===== src/rtl/axi_write_arbiter.sv =====
// ---------------------------------------------------------------------------
// axi_write_arbiter
//
// Shares one AXI3 write slave port (AW, W, B) between two write masters.
// One master owns the port for a whole transaction: the grant is taken in
// IDLE, then held through the address, data and response phases.
// Ownership alternates round-robin when both masters request together.
// W beats are counted against the accepted AWLEN. Any disagreement between
// the count and WLAST raises a sticky len_err flag.
//
// Ports
//   ACLK, ARESETn          clock (rising edge), synchronous active-low reset
//   M0_* / M1_*            master-side AW/W inputs, AWREADY/WREADY/B* outputs
//   S_*                    slave-side AW/W outputs, AWREADY/WREADY/B* inputs
//   grant                  one-hot owner of the slave port, 00 when idle
//   len_err                sticky burst-length mismatch flag
// ---------------------------------------------------------------------------
module axi_write_arbiter #(
  parameter int ADDR_W = 32,
  parameter int DATA_W = 32
) (
  input  logic              ACLK,
  input  logic              ARESETn,
  // master 0
  input  logic              M0_AWVALID,
  input  logic [3:0]        M0_AWID,
  input  logic [ADDR_W-1:0] M0_AWADDR,
  input  logic [3:0]        M0_AWLEN,
  input  logic [2:0]        M0_AWSIZE,
  input  logic [1:0]        M0_AWBURST,
  output logic              M0_AWREADY,
  input  logic              M0_WVALID,
  input  logic [DATA_W-1:0] M0_WDATA,
  input  logic [3:0]        M0_WSTRB,
  input  logic              M0_WLAST,
  output logic              M0_WREADY,
  output logic              M0_BVALID,
  output logic [1:0]        M0_BRESP,
  output logic [3:0]        M0_BID,
  input  logic              M0_BREADY,
  // master 1
  input  logic              M1_AWVALID,
  input  logic [3:0]        M1_AWID,
  input  logic [ADDR_W-1:0] M1_AWADDR,
  input  logic [3:0]        M1_AWLEN,
  input  logic [2:0]        M1_AWSIZE,
  input  logic [1:0]        M1_AWBURST,
  output logic              M1_AWREADY,
  input  logic              M1_WVALID,
  input  logic [DATA_W-1:0] M1_WDATA,
  input  logic [3:0]        M1_WSTRB,
  input  logic              M1_WLAST,
  output logic              M1_WREADY,
  output logic              M1_BVALID,
  output logic [1:0]        M1_BRESP,
  output logic [3:0]        M1_BID,
  input  logic              M1_BREADY,
  // slave port
  output logic              S_AWVALID,
  output logic [3:0]        S_AWID,
  output logic [ADDR_W-1:0] S_AWADDR,
  output logic [3:0]        S_AWLEN,
  output logic [2:0]        S_AWSIZE,
  output logic [1:0]        S_AWBURST,
  input  logic              S_AWREADY,
  output logic              S_WVALID,
  output logic [DATA_W-1:0] S_WDATA,
  output logic [3:0]        S_WSTRB,
  output logic              S_WLAST,
  input  logic              S_WREADY,
  input  logic              S_BVALID,
  input  logic [1:0]        S_BRESP,
  input  logic [3:0]        S_BID,
  output logic              S_BREADY,
  // status
  output logic [1:0]        grant,
  output logic              len_err
);

  typedef enum logic [1:0] {
    ST_IDLE = 2'd0,
    ST_ADDR = 2'd1,
    ST_DATA = 2'd2,
    ST_RESP = 2'd3
  } state_t;

  state_t      r_state;
  state_t      w_state_next;
  logic [1:0]  r_grant;
  logic        r_prio;      // 0: M0 wins a tie, 1: M1 wins a tie
  logic [3:0]  r_cnt;       // index of the current W beat
  logic [3:0]  r_len;       // AWLEN accepted by the slave
  logic        r_len_err;

  logic        w_sel;       // 1 when M1 owns the port
  logic        w_any_req;
  logic        w_win_m1;
  logic        w_aw_hs;
  logic        w_w_hs;
  logic        w_b_hs;

  assign w_sel     = r_grant[1];
  assign w_any_req = M0_AWVALID | M1_AWVALID;
  // With both requesting the priority pointer decides, otherwise the lone requester wins.
  assign w_win_m1  = (M0_AWVALID && M1_AWVALID) ? r_prio : M1_AWVALID;

  // Valids/readies below are already gated by state, so these are phase-qualified.
  assign w_aw_hs = S_AWVALID && S_AWREADY;
  assign w_w_hs  = S_WVALID && S_WREADY;
  assign w_b_hs  = S_BVALID && S_BREADY;

  assign grant   = r_grant;
  assign len_err = r_len_err;

  // ---------------- state register ----------------
  always_ff @(posedge ACLK) begin
    if (!ARESETn) begin
      r_state <= ST_IDLE;
    end else begin
      r_state <= w_state_next;
    end
  end

  // ---------------- next-state logic ----------------
  always_comb begin
    w_state_next = r_state;
    case (r_state)
      ST_IDLE: if (w_any_req)         w_state_next = ST_ADDR;
      ST_ADDR: if (w_aw_hs)           w_state_next = ST_DATA;
      ST_DATA: if (w_w_hs && S_WLAST) w_state_next = ST_RESP;
      ST_RESP: if (w_b_hs)            w_state_next = ST_IDLE;
      default:                        w_state_next = ST_IDLE;
    endcase
  end

  // ---------------- grant, priority, beat tracking ----------------
  always_ff @(posedge ACLK) begin
    if (!ARESETn) begin
      r_grant   <= 2'b00;
      r_prio    <= 1'b0;
      r_cnt     <= 4'd0;
      r_len     <= 4'd0;
      r_len_err <= 1'b0;
    end else begin
      case (r_state)
        ST_IDLE: begin
          if (w_any_req) begin
            r_grant <= w_win_m1 ? 2'b10 : 2'b01;
          end
        end
        ST_ADDR: begin
          if (w_aw_hs) begin
            r_len <= S_AWLEN;
            r_cnt <= 4'd0;
          end
        end
        ST_DATA: begin
          if (w_w_hs) begin
            // WLAST must coincide exactly with the beat whose index equals AWLEN.
            if (S_WLAST != (r_cnt == r_len)) begin
              r_len_err <= 1'b1;
            end
            // Saturate so an overlong burst cannot wrap back onto a valid index.
            if (r_cnt != 4'hF) begin
              r_cnt <= r_cnt + 4'd1;
            end
          end
        end
        ST_RESP: begin
          if (w_b_hs) begin
            r_prio  <= ~w_sel;  // the master just served yields the next tie
            r_grant <= 2'b00;
          end
        end
        default: ;
      endcase
    end
  end

  // ---------------- channel routing ----------------
  always_comb begin
    S_AWVALID  = 1'b0;
    S_AWID     = '0;
    S_AWADDR   = '0;
    S_AWLEN    = '0;
    S_AWSIZE   = '0;
    S_AWBURST  = '0;
    S_WVALID   = 1'b0;
    S_WDATA    = '0;
    S_WSTRB    = '0;
    S_WLAST    = 1'b0;
    S_BREADY   = 1'b0;
    M0_AWREADY = 1'b0;
    M0_WREADY  = 1'b0;
    M0_BVALID  = 1'b0;
    M0_BRESP   = '0;
    M0_BID     = '0;
    M1_AWREADY = 1'b0;
    M1_WREADY  = 1'b0;
    M1_BVALID  = 1'b0;
    M1_BRESP   = '0;
    M1_BID     = '0;
    case (r_state)
      ST_ADDR: begin
        if (w_sel) begin
          S_AWVALID  = M1_AWVALID;
          S_AWID     = M1_AWID;
          S_AWADDR   = M1_AWADDR;
          S_AWLEN    = M1_AWLEN;
          S_AWSIZE   = M1_AWSIZE;
          S_AWBURST  = M1_AWBURST;
          M1_AWREADY = S_AWREADY;
        end else begin
          S_AWVALID  = M0_AWVALID;
          S_AWID     = M0_AWID;
          S_AWADDR   = M0_AWADDR;
          S_AWLEN    = M0_AWLEN;
          S_AWSIZE   = M0_AWSIZE;
          S_AWBURST  = M0_AWBURST;
          M0_AWREADY = S_AWREADY;
        end
      end
      ST_DATA: begin
        if (w_sel) begin
          S_WVALID  = M1_WVALID;
          S_WDATA   = M1_WDATA;
          S_WSTRB   = M1_WSTRB;
          S_WLAST   = M1_WLAST;
          M1_WREADY = S_WREADY;
        end else begin
          S_WVALID  = M0_WVALID;
          S_WDATA   = M0_WDATA;
          S_WSTRB   = M0_WSTRB;
          S_WLAST   = M0_WLAST;
          M0_WREADY = S_WREADY;
        end
      end
      ST_RESP: begin
        if (w_sel) begin
          S_BREADY  = M1_BREADY;
          M1_BVALID = S_BVALID;
          M1_BRESP  = S_BRESP;
          M1_BID    = S_BID;
        end else begin
          S_BREADY  = M0_BREADY;
          M0_BVALID = S_BVALID;
          M0_BRESP  = S_BRESP;
          M0_BID    = S_BID;
        end
      end
      default: ;
    endcase
  end

endmodule

===== config.mk =====
export PLATFORM = sky130hd
export DESIGN_NAME = axi_write_arbiter
export DESIGN_NICKNAME = d
export VERILOG_FILES = /design/src/rtl/axi_write_arbiter.sv
export SDC_FILE = /design/constraint.sdc
export NUM_CORES = 1
export LEC_CHECK = 0
export ABC_AREA = 1
export BUFFER_PORTS_ARGS = -buffer_cell sky130_fd_sc_hd__clkbuf_2
export CAP_MARGIN = 20
export CORE_AREA = 8 8 106 108
export DETAILED_ROUTE_END_ITERATION = 8
export DIE_AREA = 0 0 114 116
export PLACE_DENSITY = 0.69
export SYNTH_ARGS = -nofsm -noshare
export SYNTH_HDL_FRONTEND = slang
export SYNTH_SLANG_ARGS = --single-unit

===== constraint.sdc =====
create_clock -name ACLK -period 1.84 [get_ports ACLK]
set_input_delay 0.276 -clock ACLK [delete_from_list [all_inputs] [get_ports ACLK]]
set_output_delay 0.276 -clock ACLK [all_outputs]
set_load 0.03 [all_outputs]

==> reports/results.tsv <==
stage	metric	value	unit
outcome	outcome	complete, but fails checks	
outcome	violations	setup timing	
clock_tree	cts.sinks	14	
cells_and_area	final_cell_mix	203 x clkbuf_2, 68 x buf_8, 38 x a22o_4	
clock_tree	htreeDepth	1	
synth	syn_avg_cell_area	6.76	sq um
routing	viasPerCell	4.70	
synth	synthFlopType	dfxtp_1	
power_and_ir_drop	power	7100	uW
cells_and_area	fill_cells	879	
floorplanning	rows	36	
floorplanning	initial_utilization	18.8	%
placement	place.gp.congestion	1.00	
clock_tree	numCtsBuffers	3	
timing	hold_viol_final	0	
cells_and_area	nets	761	
grt	antenna_found_initial	0	
clock_tree	cts_hold_buf	0	
synth	synth_edf_count	0	
routing	drc_errors	0	
clock_tree	cts_buffer_depth	2	
synth	synth_area_leaders	a22o_1 39%, dfxtp_1 16%, nor2_1 7.9%	
floorplanning	top_level_ports	287	
clock_tree	cts_tree	yes	
placement	numPortBuffers	286	
placement	place_inst	682	
clock_tree	insertion_delay	0.25	ns
timing	fin_ws	-0.0845	ns
routing	drtIter0Drc	181	
grt	grt_pass1_wl	20.3	mm
cells_and_area	fin_cells	707	
synth	synth.top_cell.area_share	39.5	%
cells_and_area	num_antenna_cells	0	
cells_and_area	final_common_cell	clkbuf_2	
synth	yosys.area.top_type	a22o_1	
setup_path	critPathKind	register to output pin	
floorplanning	die_area	0.0132	sq mm
floorplanning	core	0.00955	sq mm
setup_path	required	1.56	ns
grt	use_met3	6.20	%
floorplanning	die_w	114	microns
synth	ys_ff_latch	14	
job	drv_cap	0	
grt	grt_max_degree	37	
grt	use_met1	18.5	%
routing	drtPass1Iterations	4	
grt	grt_pass1_vias	3564	
routing	ant_nets	0	
cells_and_area	drive_above_1_share	73.5	%
min_path	hold_path.class	primary input to register	
timing	final-setup-viol-count	82	
power_and_ir_drop	cellLeakagePower	0.00284	uW
timing	grt_setup_unrepaired	yes	
synth	synthArstFlopShare	0	%
synth	synth_nets	452	
routing	totalWireLength	15.2	mm
power_and_ir_drop	powerDensity	1390	mW/mm^2
timing	fmax	520	MHz
synth	netlist_instances	266	
grt	grt.overflow.total	0	
floorplanning	die_y	116	microns
timing	fin_skew	0.00127	ns
synth	synth_cell_types	26	
routing	vias	3323	
cells_and_area	area_growth_syn_to_layout	185	%
synth	syn-cell-area	0.00180	sq mm
setup_path	crit_path_start_kind	register	
setup_path	critPathMaxFanout	6	
timing	slew_viol_final	0	
setup_path	crit_path_end_kind	output pin	
placement	hpwl	11.7	mm
grt	top_usage_layer	met2	
synth	ys.warnings.count	0	
synth	ys_seq_area_share	15.6	%
clock_tree	clk_pin_slew	0.06	ns
power_and_ir_drop	irDropWorstVdd	0.000665	V
routing	wl_per_cell	21.5	microns
timing	worstMarginPinSlew	0.277	ns
timing	period_needed	1.92	ns
clock_tree	cts-root-buf	clkbuf_8	
timing	period_share	105	%
timing	relSlewSlack	81.4	%
grt	grtUsageMet2	39.1	%
grt	grt_usage	19.7	%
setup_path	worstPathArrival	1.65	ns
-- metal layers --
| layer | up-vias | wire length (microns) |
|---|---|---|
| met1 | 1503 | 5110 |
| li1 | 1576 | - |
| met4 | 0 | 483 |
| met2 | 214 | 8100 |
| met5 | - | 0 |
| met3 | 30 | 1500 |
-- critical path: stages, from the launching register on --
cell,delay (ns)
dfxtp_4,0.38
inv_4,0.05
ha_4,0.17
inv_4,0.06
nor2_4,0.04
buf_12,0.14
buf_6,0.12
a22o_2,0.25
clkbuf_8,0.17
-- flip-flops by register name, summed over array words and instances (netlist names) --
signal   count
r_cnt        4
r_len        4
grant        2
r_state      2
len_err      1
r_prio       1
-- metrics by stage --
stage	util, %	setup slack [ns]	TNS (ns)	hold slack (ns)	area (sq um)
global route	53.6	-0.123	-6.12	0.358	5120
finish	53.6	-0.0845	-2.99	0.334	5120
detailed placement	37.7	0.00513	0	0.447	3600
global placement	37.7	0.0641	0	0.443	3600
CTS	48.0	-0.0541	-2.71	0.340	4580
floorplan	-	0.0219	0	0.429	1890
-- what timing repair did --
item / in CTS / in global routing
endpoints found under the setup margin: 84 / 83
pin swaps: 8 / 28
endpoints found under the hold margin: 0 / 0
setup buffers: 7 / 4
cloned: 2 / 8
gates resized for setup: 187 / 110
-- layout make-up --
cell class	count	area (sq um)	share of cell area, %
clock buffers	4	55.1	1.08
multi-input cells	205	1750	34.1
well taps	133	166	3.25
flip-flops and latches	14	289	5.65
inverters	30	130	2.54
repair buffers	321	2730	53.4
-- power breakdown --
| group | total, uW | switching, uW | leakage (uW) | internal (uW) |
|---|---|---|---|---|
| clock network | 310 | 120 | 0.0000288 | 190 |
| logic | 6280 | 3150 | 0.00269 | 3140 |
| registers | 510 | 113 | 0.000116 | 397 |
-- cell usage after synthesis (2+ instances only) --
library cell / count
clkinv_1: 2
nand2_4: 2
nor2_1: 38
buf_2: 4
xor2_1: 4
nand4_1: 3
o21ai_0: 5
inv_2: 2
ha_1: 5
nand2_2: 3
nor3_1: 4
nand3_1: 12
clkbuf_1: 12
inv_1: 25
a22o_1: 81
dfxtp_1: 14
a21oi_1: 8
nand2_1: 34
-- worst paths after layout --
kind | from | to | slack [ns] | cells after the start
max | r_state[0]$_SDFFE_PN0P_ | S_WDATA[29] | -0.08 | 8
min reg2reg | r_prio$_SDFFE_PN0P_ | r_prio$_SDFFE_PN0P_ | 0.45 | 2
max reg2reg | r_state[1]$_SDFFE_PN0P_ | r_cnt[1]$_SDFFE_PN0P_ | 0.09 | 13
min | S_BVALID | r_prio$_SDFFE_PN0P_ | 0.33 | 3
-- cells by family after synthesis --
group / count (synthesis) / share of synthesized area (%)
compound gates: 97 / 44.3
xor+xnor: 4 / 1.95
fa+ha+maj: 5 / 3.48
buf+inv: 47 / 10.4
flops: 14 / 15.6
simple gates: 99 / 24.4
Note: power is estimated with default switching activity, not from simulation.
